**config.mk**
```make
export PLATFORM = sky130hd
export DESIGN_NAME = acc_sequencer
export DESIGN_NICKNAME = d
export VERILOG_FILES = /design/src/rtl/acc_sequencer.sv
export SDC_FILE = /design/constraint.sdc
export NUM_CORES = 1
export LEC_CHECK = 0
export CAP_MARGIN = 0
export CORE_UTILIZATION = 30
export DETAILED_ROUTE_END_ITERATION = 12
export PLACE_DENSITY = 0.59
export SYNTH_ARGS = -nofsm -noshare
export SYNTH_HDL_FRONTEND = slang
export SYNTH_SLANG_ARGS = --single-unit
```
**constraint.sdc**
```tcl
create_clock -name clk -period 4.3 [get_ports clk]
set_input_delay 1.075 -clock clk [delete_from_list [all_inputs] [get_ports clk]]
set_output_delay 1.075 -clock clk [all_outputs]
set_load 0.005 [all_outputs]
```
**src/rtl/acc_sequencer.sv**
```systemverilog
`default_nettype none
// +----------------------------------------------------------------------+
// | Module      : acc_sequencer                                          |
// | Description : Fetch/decode/execute control unit of the accumulator   |
// |               core: memory req/ack sequencing, ALU drive, acc/pc/ir. |
// | Revision    : 1.0  initial release                                   |
// +----------------------------------------------------------------------+
module acc_sequencer #(
    parameter int BITS = 16
) (
    input  logic            clk,
    input  logic            rst_n,
    input  logic            start,
    output logic            mem_req,
    output logic            mem_we,
    output logic [BITS-6:0] mem_addr,
    output logic [BITS-1:0] mem_wdata,
    input  logic [BITS-1:0] mem_rdata,
    input  logic            mem_ack,
    output logic [BITS-1:0] alu_a,
    output logic [BITS-1:0] alu_acc_in,
    output logic [4:0]      alu_opcode,
    input  logic [BITS-1:0] alu_acc_out,
    output logic [BITS-1:0] acc,
    output logic [BITS-6:0] pc,
    output logic            busy,
    output logic            halted
);

    localparam int c_ADDR_W = BITS - 5;

    localparam logic [2:0] c_S_IDLE  = 3'd0;
    localparam logic [2:0] c_S_FETCH = 3'd1;
    localparam logic [2:0] c_S_OPRD  = 3'd2;
    localparam logic [2:0] c_S_EXEC  = 3'd3;
    localparam logic [2:0] c_S_STORE = 3'd4;
    localparam logic [2:0] c_S_HALT  = 3'd5;

    localparam logic [4:0] c_OP_NOP   = 5'b00000;
    localparam logic [4:0] c_OP_HALT  = 5'b00001;
    localparam logic [4:0] c_OP_STORE = 5'b01000;
    localparam logic [4:0] c_OP_JMP   = 5'b01001;
    localparam logic [4:0] c_OP_JZ    = 5'b01010;

    function automatic logic f_is_direct(input logic [4:0] op);
        case (op)
            5'b00010, 5'b00100, 5'b00110,
            5'b10000, 5'b10010, 5'b10100: return 1'b1;
            default:                      return 1'b0;
        endcase
    endfunction

    function automatic logic f_is_imm(input logic [4:0] op);
        case (op)
            5'b00011, 5'b00101, 5'b00111, 5'b10001, 5'b10011,
            5'b10101, 5'b10110, 5'b10111, 5'b11001, 5'b01111: return 1'b1;
            default:                                          return 1'b0;
        endcase
    endfunction

    logic [2:0]          r_state;
    logic [c_ADDR_W-1:0] r_pc;
    logic [BITS-1:0]     r_acc;
    logic [BITS-1:0]     r_ir;
    logic [BITS-1:0]     r_opnd;
    logic                r_mem_req;
    logic                r_mem_we;
    logic [c_ADDR_W-1:0] r_mem_addr;
    logic [4:0]          r_alu_opcode;
    logic                r_busy;
    logic                r_halted;

    logic [2:0]          w_state_nx;
    logic [c_ADDR_W-1:0] w_pc_nx;
    logic [BITS-1:0]     w_acc_nx;
    logic [BITS-1:0]     w_ir_nx;
    logic [BITS-1:0]     w_opnd_nx;
    logic [c_ADDR_W-1:0] w_pc_inc;
    logic [4:0]          w_fetch_op;
    logic [c_ADDR_W-1:0] w_fetch_field;
    logic [4:0]          w_ir_op;
    logic [c_ADDR_W-1:0] w_ir_field;
    logic [4:0]          w_nx_op;
    logic [c_ADDR_W-1:0] w_nx_field;
    logic                w_nx_req;

    assign w_pc_inc      = r_pc + c_ADDR_W'(1);
    assign w_fetch_op    = mem_rdata[BITS-1 -: 5];
    assign w_fetch_field = mem_rdata[c_ADDR_W-1:0];
    assign w_ir_op       = r_ir[BITS-1 -: 5];
    assign w_ir_field    = r_ir[c_ADDR_W-1:0];

    always_comb begin
        w_state_nx = r_state;
        w_pc_nx    = r_pc;
        w_acc_nx   = r_acc;
        w_ir_nx    = r_ir;
        w_opnd_nx  = r_opnd;
        case (r_state)
            c_S_IDLE, c_S_HALT: begin
                if (start) begin
                    w_pc_nx    = '0;
                    w_acc_nx   = '0;
                    w_state_nx = c_S_FETCH;
                end
            end
            c_S_FETCH: begin
                if (mem_ack) begin
                    w_ir_nx = mem_rdata;
                    if (f_is_direct(w_fetch_op)) begin
                        w_state_nx = c_S_OPRD;
                    end else if (f_is_imm(w_fetch_op)) begin
                        w_opnd_nx  = {5'b00000, w_fetch_field};
                        w_state_nx = c_S_EXEC;
                    end else if (w_fetch_op == c_OP_STORE) begin
                        w_state_nx = c_S_STORE;
                    end else if (w_fetch_op == c_OP_HALT) begin
                        w_state_nx = c_S_HALT;
                    end else begin
                        w_state_nx = c_S_EXEC;
                    end
                end
            end
            c_S_OPRD: begin
                if (mem_ack) begin
                    w_opnd_nx  = mem_rdata;
                    w_state_nx = c_S_EXEC;
                end
            end
            c_S_EXEC: begin
                w_state_nx = c_S_FETCH;
                w_pc_nx    = w_pc_inc;
                if (f_is_direct(w_ir_op) || f_is_imm(w_ir_op)) begin
                    w_acc_nx = alu_acc_out;
                end else if (w_ir_op == c_OP_JMP) begin
                    w_pc_nx = w_ir_field;
                end else if (w_ir_op == c_OP_JZ && r_acc == '0) begin
                    w_pc_nx = w_ir_field;
                end
            end
            c_S_STORE: begin
                if (mem_ack) begin
                    w_pc_nx    = w_pc_inc;
                    w_state_nx = c_S_FETCH;
                end
            end
            default: w_state_nx = c_S_IDLE;
        endcase
    end

    // Bus and ALU outputs are registered from the next-state view so each
    // request is asserted in the very cycle its state is entered.
    assign w_nx_op    = w_ir_nx[BITS-1 -: 5];
    assign w_nx_field = w_ir_nx[c_ADDR_W-1:0];
    assign w_nx_req   = (w_state_nx == c_S_FETCH) || (w_state_nx == c_S_OPRD) ||
                        (w_state_nx == c_S_STORE);

    always_ff @(posedge clk or negedge rst_n) begin
        if (!rst_n) begin
            r_state      <= c_S_IDLE;
            r_pc         <= '0;
            r_acc        <= '0;
            r_ir         <= '0;
            r_opnd       <= '0;
            r_mem_req    <= 1'b0;
            r_mem_we     <= 1'b0;
            r_mem_addr   <= '0;
            r_alu_opcode <= c_OP_NOP;
            r_busy       <= 1'b0;
            r_halted     <= 1'b0;
        end else begin
            r_state      <= w_state_nx;
            r_pc         <= w_pc_nx;
            r_acc        <= w_acc_nx;
            r_ir         <= w_ir_nx;
            r_opnd       <= w_opnd_nx;
            r_mem_req    <= w_nx_req;
            r_mem_we     <= (w_state_nx == c_S_STORE);
            r_mem_addr   <= (w_state_nx == c_S_FETCH) ? w_pc_nx :
                            w_nx_req                  ? w_nx_field : '0;
            r_alu_opcode <= (w_state_nx == c_S_EXEC) ? w_nx_op : c_OP_NOP;
            r_busy       <= w_nx_req || (w_state_nx == c_S_EXEC);
            r_halted     <= (w_state_nx == c_S_HALT);
        end
    end

    assign mem_req    = r_mem_req;
    assign mem_we     = r_mem_we;
    assign mem_addr   = r_mem_addr;
    assign mem_wdata  = r_acc;
    assign alu_a      = r_opnd;
    assign alu_acc_in = r_acc;
    assign alu_opcode = r_alu_opcode;
    assign acc        = r_acc;
    assign pc         = r_pc;
    assign busy       = r_busy;
    assign halted     = r_halted;

endmodule
`default_nettype wire

```
==> out/results.ini, run 1 <==
[outcome]
status=completed

[setup_path]
worstReg2RegStart=r_state[0]
rrSetupSlack_ns=1.86
slowest_delay_ns=0.68
cp_max_fo=12
timing.rr.end=mem_addr[4]
crit_chain=clkdlybuf4s50_1 > inv_1 > nor2_1 > a22o_1 > a22o_1 > a21oi_2 > mux2_2
reg2regPathDepth=6
crit_type=in -> reg
crit_start=mem_rdata[12]
cp-end-kind=flip-flop
crit_required_ns=4.52
critPathArrivalTime_ns=3.39
path_buf_inv=2
cpLargestDelayFamily=compound AO/OA/AOI/OAI gates
crit_slowest_cell=a21oi_2
start_kind=primary input
crit_top_cell=a22o_1

[grt]
antenna_found_initial=0
grt_pass1_wl_um=17000
grt_max_degree=83
grtUsageTotal_pct=15.7
grt_pass1_vias=3133
grt.overflow.total=0

[timing]
setup_viol=0
hold_viol_final=0
tightest_slew_ns=1.16
slew_headroom_pct=22.6
fin_crit_ns=3.17
setup_tns_ns=0
fmax_ghz=0.316
rsz0062_at_grt=false
finalMaxSlewViolations=0
skew_ns=0.00575
period_share_pct=73.7

[placement]
place_inst=626
dpl-instance-area_mm2=0.00526
gp_congestion=0.826
place_hpwl_um=7110
portBuffers=130

[yosys]
yosys_register_bits=82
synthDominantCellAreaShare_pct=50.6
synth.most_common_cell=dfrtp_1
syn_avg_cell_area_um2=11.0
synthesis.area_mm2=0.00406
synth_mux_area_share_pct=8.42
yosysTopAreaCell=dfrtp_1
synth.top_cells.by_area=dfrtp_1 (51%), mux2_2 (6.9%), buf_4 (6.1%)
synth_compound_area_share_pct=16.1
ys_dominant_reg_cell=dfrtp_1
synth_xor_area_share_pct=2.16
ys_seq_area_share_pct=50.6
synthTopCellsByCount=dfrtp_1 (82), buf_4 (33), mux2_2 (25)
synthSimpleGateAreaFrac_pct=12.7
synthArstFlopShare_pct=100
synth_cells=370
synth-edff-count=0
synth_top_family_by_area=compound AO/OA/AOI/OAI gates
ys_types=56
synth_warnings=0
synth_fa_ha_area_share_pct=0.308
synth_fp_nets=407

[pwr]
power_frac_seq_pct=36.3
leakage_nw=2.35
power_density_mw_per_mm2=683
internal_power_mw=2.62
switching_share_pct=31.3
switching_power_mw=1.19
p_comb_share_pct=42.2
peakVddDrop_mv=0.203
power.clock.fraction_pct=21.6
p_total_mw=3.81

[min_path]
hold_class=reg -> reg
hold_path_depth=1
hold_path_end=alu_a[11]
min-delay-start=alu_a[11]

[floorplanning]
fp-row-count=42
die_h_um=118
coreArea_mm2=0.0132
start_util_pct=30.8
chipWidth_um=118
io_pins=131
die_area_mm2=0.0140

[detailed_routing]
vias=3155
drc=0
ant_nets=0
drtIter0Drc=172
routed_wl_um=10300
first_pass_iters=4
wl_per_cell_um=16.0
via_per_inst=4.91

[finish]
antennaDiodeCount=0
area_growth_syn_to_layout_pct=37.4
stdcell_count=642
nNetsFinal=498
drive_gt1_share_pct=10.5
design_area_mm2=0.00558

[clocking]
cts.clk_slew.worst_paths_ns=0.06
post-cts-setup-buffer-count=0
cts_root_buf=clkbuf_16
cts_max_level=3
clockBufferDepth=2
holdBufCountCts=0
cts_tree=yes
cts_buffers=9
clock-sinks=82
insertion_delay_ns=0.34
cts_resized=0

[flow_run]
maxCapViolCount=0

-- through the flow --
step | hold WS [ns] | utilization, % | setup WS (ns)
4_1_cts | 0.507 | 42.3 | 1.15
2_1_floorplan | 0.476 | - | 1.56
6_report | 0.507 | 42.3 | 1.13
3_5_place_dp | 0.487 | 39.9 | 0.789
3_3_place_gp | 0.491 | 39.9 | 0.882
5_1_grt | 0.529 | 42.3 | 0.905
-- how the worst max path moves through the flow --
| stage | end | slack [ns] | cells after the start |
|---|---|---|---|
| final | alu_a[1] | 1.13 | 7 |
| after CTS | alu_a[1] | 1.15 | 7 |
| after global routing | alu_a[1] | 0.90 | 7 |
| after floorplan | alu_a[10] | 1.56 | 8 |
| after detailed placement | alu_a[10] | 0.79 | 7 |
| after global placement | alu_a[4] | 0.88 | 6 |
-- layout by cell type, fill, tap and decap left out, types with 5 or more instances in the layout --
| master | count |
|---|---|
| mux2i_1 | 6 |
| o2bb2ai_1 | 9 |
| a22o_1 | 23 |
| a21oi_1 | 10 |
| clkbuf_16 | 9 |
| xor2_1 | 5 |
| inv_1 | 16 |
| and3_1 | 8 |
| o21ai_0 | 12 |
| dfrtp_1 | 82 |
| o21a_1 | 5 |
| nor2_1 | 19 |
| nand2_1 | 21 |
| mux2_2 | 25 |
| xnor2_1 | 5 |
| clkdlybuf4s50_1 | 129 |
| a31oi_1 | 6 |
-- flip-flops by register name, summed over array words and instances, names as in the netlist --
register    cells
alu_a          16
mem_addr       11
mem_we          1
r_state         3
mem_req         1
halted          1
pc             11
r_ir           16
alu_opcode      5
acc            16
busy            1
-- metal layers --
metal | wire length (um) | share of wire, % | vias to the layer above | track usage [%]
met5 | 0 | 0 | - | 0
met4 | 196 | 1.9 | 0 | 6.97
met3 | 577 | 5.6 | 12 | 3.81
met2 | 4650 | 45 | 100 | 23.8
met1 | 4870 | 47 | 1563 | 21.0
li1 | - | - | 1480 | -
-- kinds of logic (layout without fill, tap and decap cells) --
kind of cell,Yosys count,in the layout
and+or+nand+nor,89,89
xor gates and xnor gates,10,10
buffers and inverters,69,165
muxes,31,31
DFF,82,82
AOI/OAI and AO/OA,88,88
adders and majority gates,1,1
-- power groups by stage --
stage	Combinational [mW]	Clock, mW	Sequential [mW]
finish	1.61	0.822	1.38
detailed placement	1.61	0	1.39
floorplan	0.869	0	1.33
CTS	1.63	0.845	1.39
global route	1.75	0.875	1.44
global placement	1.60	0	1.38
-- layout make-up --
class / count / area [um2]
sequential: 82 / 2050
clock inverter: 2 / 60.1
inverter: 16 / 60.1
tap: 176 / 220
multi-input combinational: 219 / 1610
clock buffer: 14 / 254
timing repair buffer: 133 / 1320
fill: 1223 / 7610
Power figures use the tool's default switching activity.
==> run 2, diff against run 1 <==
- clock period: 4.3 -> 3 ns (I/O delays scaled with it)
==> out/results.ini, run 2 (synthesized netlist as in run 1, its figures left out) <==
[outcome]
status=completed

[grt]
grtUsageTotal_pct=15.9  ; +0.23 points
grt.overflow.total=0  ; unchanged
grt_max_degree=46  ; -45%
grt_pass1_wl_um=17300  ; +1.8%
grt_pass1_vias=3198  ; +2.1%
antenna_found_initial=0  ; unchanged

[setup_path]
rrSetupSlack_ns=0.58  ; -1.28 ns
timing.rr.end=acc[15]
cp_max_fo=11  ; -1
crit_type=in -> reg
crit_required_ns=3.22  ; -1.30 ns
critPathArrivalTime_ns=2.69  ; -0.70 ns
start_kind=primary input
worstReg2RegStart=r_state[2]
reg2regPathDepth=6  ; unchanged
cp-end-kind=flip-flop

[clocking]
cts_max_level=3  ; unchanged
holdBufCountCts=0  ; unchanged
cts_resized=0  ; unchanged
insertion_delay_ns=0.34  ; about the same
clock-sinks=82  ; unchanged
clockBufferDepth=2  ; unchanged
cts_buffers=9  ; unchanged
cts_tree=yes
cts_root_buf=clkbuf_16
cts.clk_slew.worst_paths_ns=0.05  ; about the same
post-cts-setup-buffer-count=0  ; unchanged

[timing]
tightest_slew_ns=1.16  ; +0.00572 ns
setup_tns_ns=0  ; unchanged
rsz0062_at_grt=false
fin_ws_ns=0.527  ; -0.606 ns
setup_viol=0  ; unchanged
hold_viol_final=0  ; unchanged
finalMaxSlewViolations=0  ; unchanged
period_share_pct=82.4
skew_ns=0.00742  ; +0.00167 ns
fin_crit_ns=2.47
fmax_ghz=0.404
slew_headroom_pct=22.3  ; -0.38 points
holdWs_ns=0.390  ; -0.117 ns

[flow_run]
maxCapViolCount=0  ; unchanged

[pwr]
power_density_mw_per_mm2=947  ; +39%
leakage_nw=2.39  ; +1.4%
p_total_mw=5.32  ; +40%
peakVddDrop_mv=0.290  ; +43%

[finish]
final_common_cell=clkdlybuf4s50_1
design_area_mm2=0.00562  ; +0.83%
drive_gt1_share_pct=12.6  ; +2.1 points
nNetsFinal=508  ; +2.0%
final_cell_mix=clkdlybuf4s50_1 (129), dfrtp_1 (82), mux2_2 (25), a22o_1 (23), nand2_1 (21)
area_growth_syn_to_layout_pct=38.6
final_util_pct=42.6  ; +0.35 points
antennaDiodeCount=0  ; unchanged
stdcell_count=651  ; +1.4%

[placement]
dpl-instance-area_mm2=0.00535  ; +1.7%
place_hpwl_um=7590  ; +6.7%
place_inst=636  ; +1.6%
portBuffers=130  ; unchanged
gp_congestion=0.836  ; +1.2%
post-place-ws_ns=0.196  ; -0.593 ns

[floorplanning]
die_h_um=118  ; unchanged
coreArea_mm2=0.0132  ; unchanged
fp-row-count=42  ; unchanged
chipWidth_um=118  ; unchanged
io_pins=131  ; unchanged
start_util_pct=30.8  ; unchanged
die_area_mm2=0.0140  ; unchanged

[detailed_routing]
ant_nets=0  ; unchanged
routed_wl_um=10400  ; +1.1%
first_pass_iters=4  ; unchanged
drc=0  ; unchanged
wl_per_cell_um=16.0  ; -0.26%
drtIter0Drc=138  ; -20%
via_per_inst=4.90  ; -0.29%
vias=3190  ; +1.1%

[min_path]
hold_class=in -> async

==> run 2: cell types whose count changed in the layout (fill, tap and decap cells not counted) <==
cell	delta
clkinv_2	+1
buf_4	+9
buf_12	+1
clkbuf_8	+1
clkbuf_1	-2
clkinvlp_4	+1
bufinv_16	-2
==> run 2: cell type report <==
cell class	instances	area [um2]
fill	1219	7570
sequential	82	2050
multi-input combinational	219	1610
timing repair buffer	143	1410
clock buffer	13	260
tap	176	220
inverter	16	60.1
clock inverter	2	12.5
==> run 2: worst max-delay path by stage <==
stage / end / depth (start not counted) / start
2_1_floorplan: alu_a[10] / 8 / mem_rdata[12]
3_3_place_gp: mem_addr[1] / 7 / start
3_5_place_dp: alu_a[10] / 7 / mem_rdata[14]
4_1_cts: acc[15] / 6 / r_state[2]
5_1_grt: acc[15] / 6 / r_state[2]
6_report: mem_addr[1] / 7 / start
==> run 2: power breakdown <==
group	internal [mW]	total, mW	switching [mW]
registers	1.55	1.98	0.436
clock network	0.600	1.01	0.411
logic	1.48	2.33	0.852
total	3.63	5.32	1.70
==> run 2: layer usage <==
metal	wire length [um]	track usage, %	up-vias	part of all wire (%)
met2	4840	24.5	108	46
met1	4880	21.5	1571	47
met4	122	5.45	0	1.2
li1	-	-	1502	-
met3	569	4.20	9	5.5
met5	0	0	-	0
==> run 2: worst max-delay path: stages <==
cell and delay, ns:
clkdlybuf4s50_1 0.51, or4b_1 0.51, o311a_1 0.29, a22oi_1 0.24, o21ai_1 0.09, a31oi_1 0.22
o2bb2ai_1 0.08
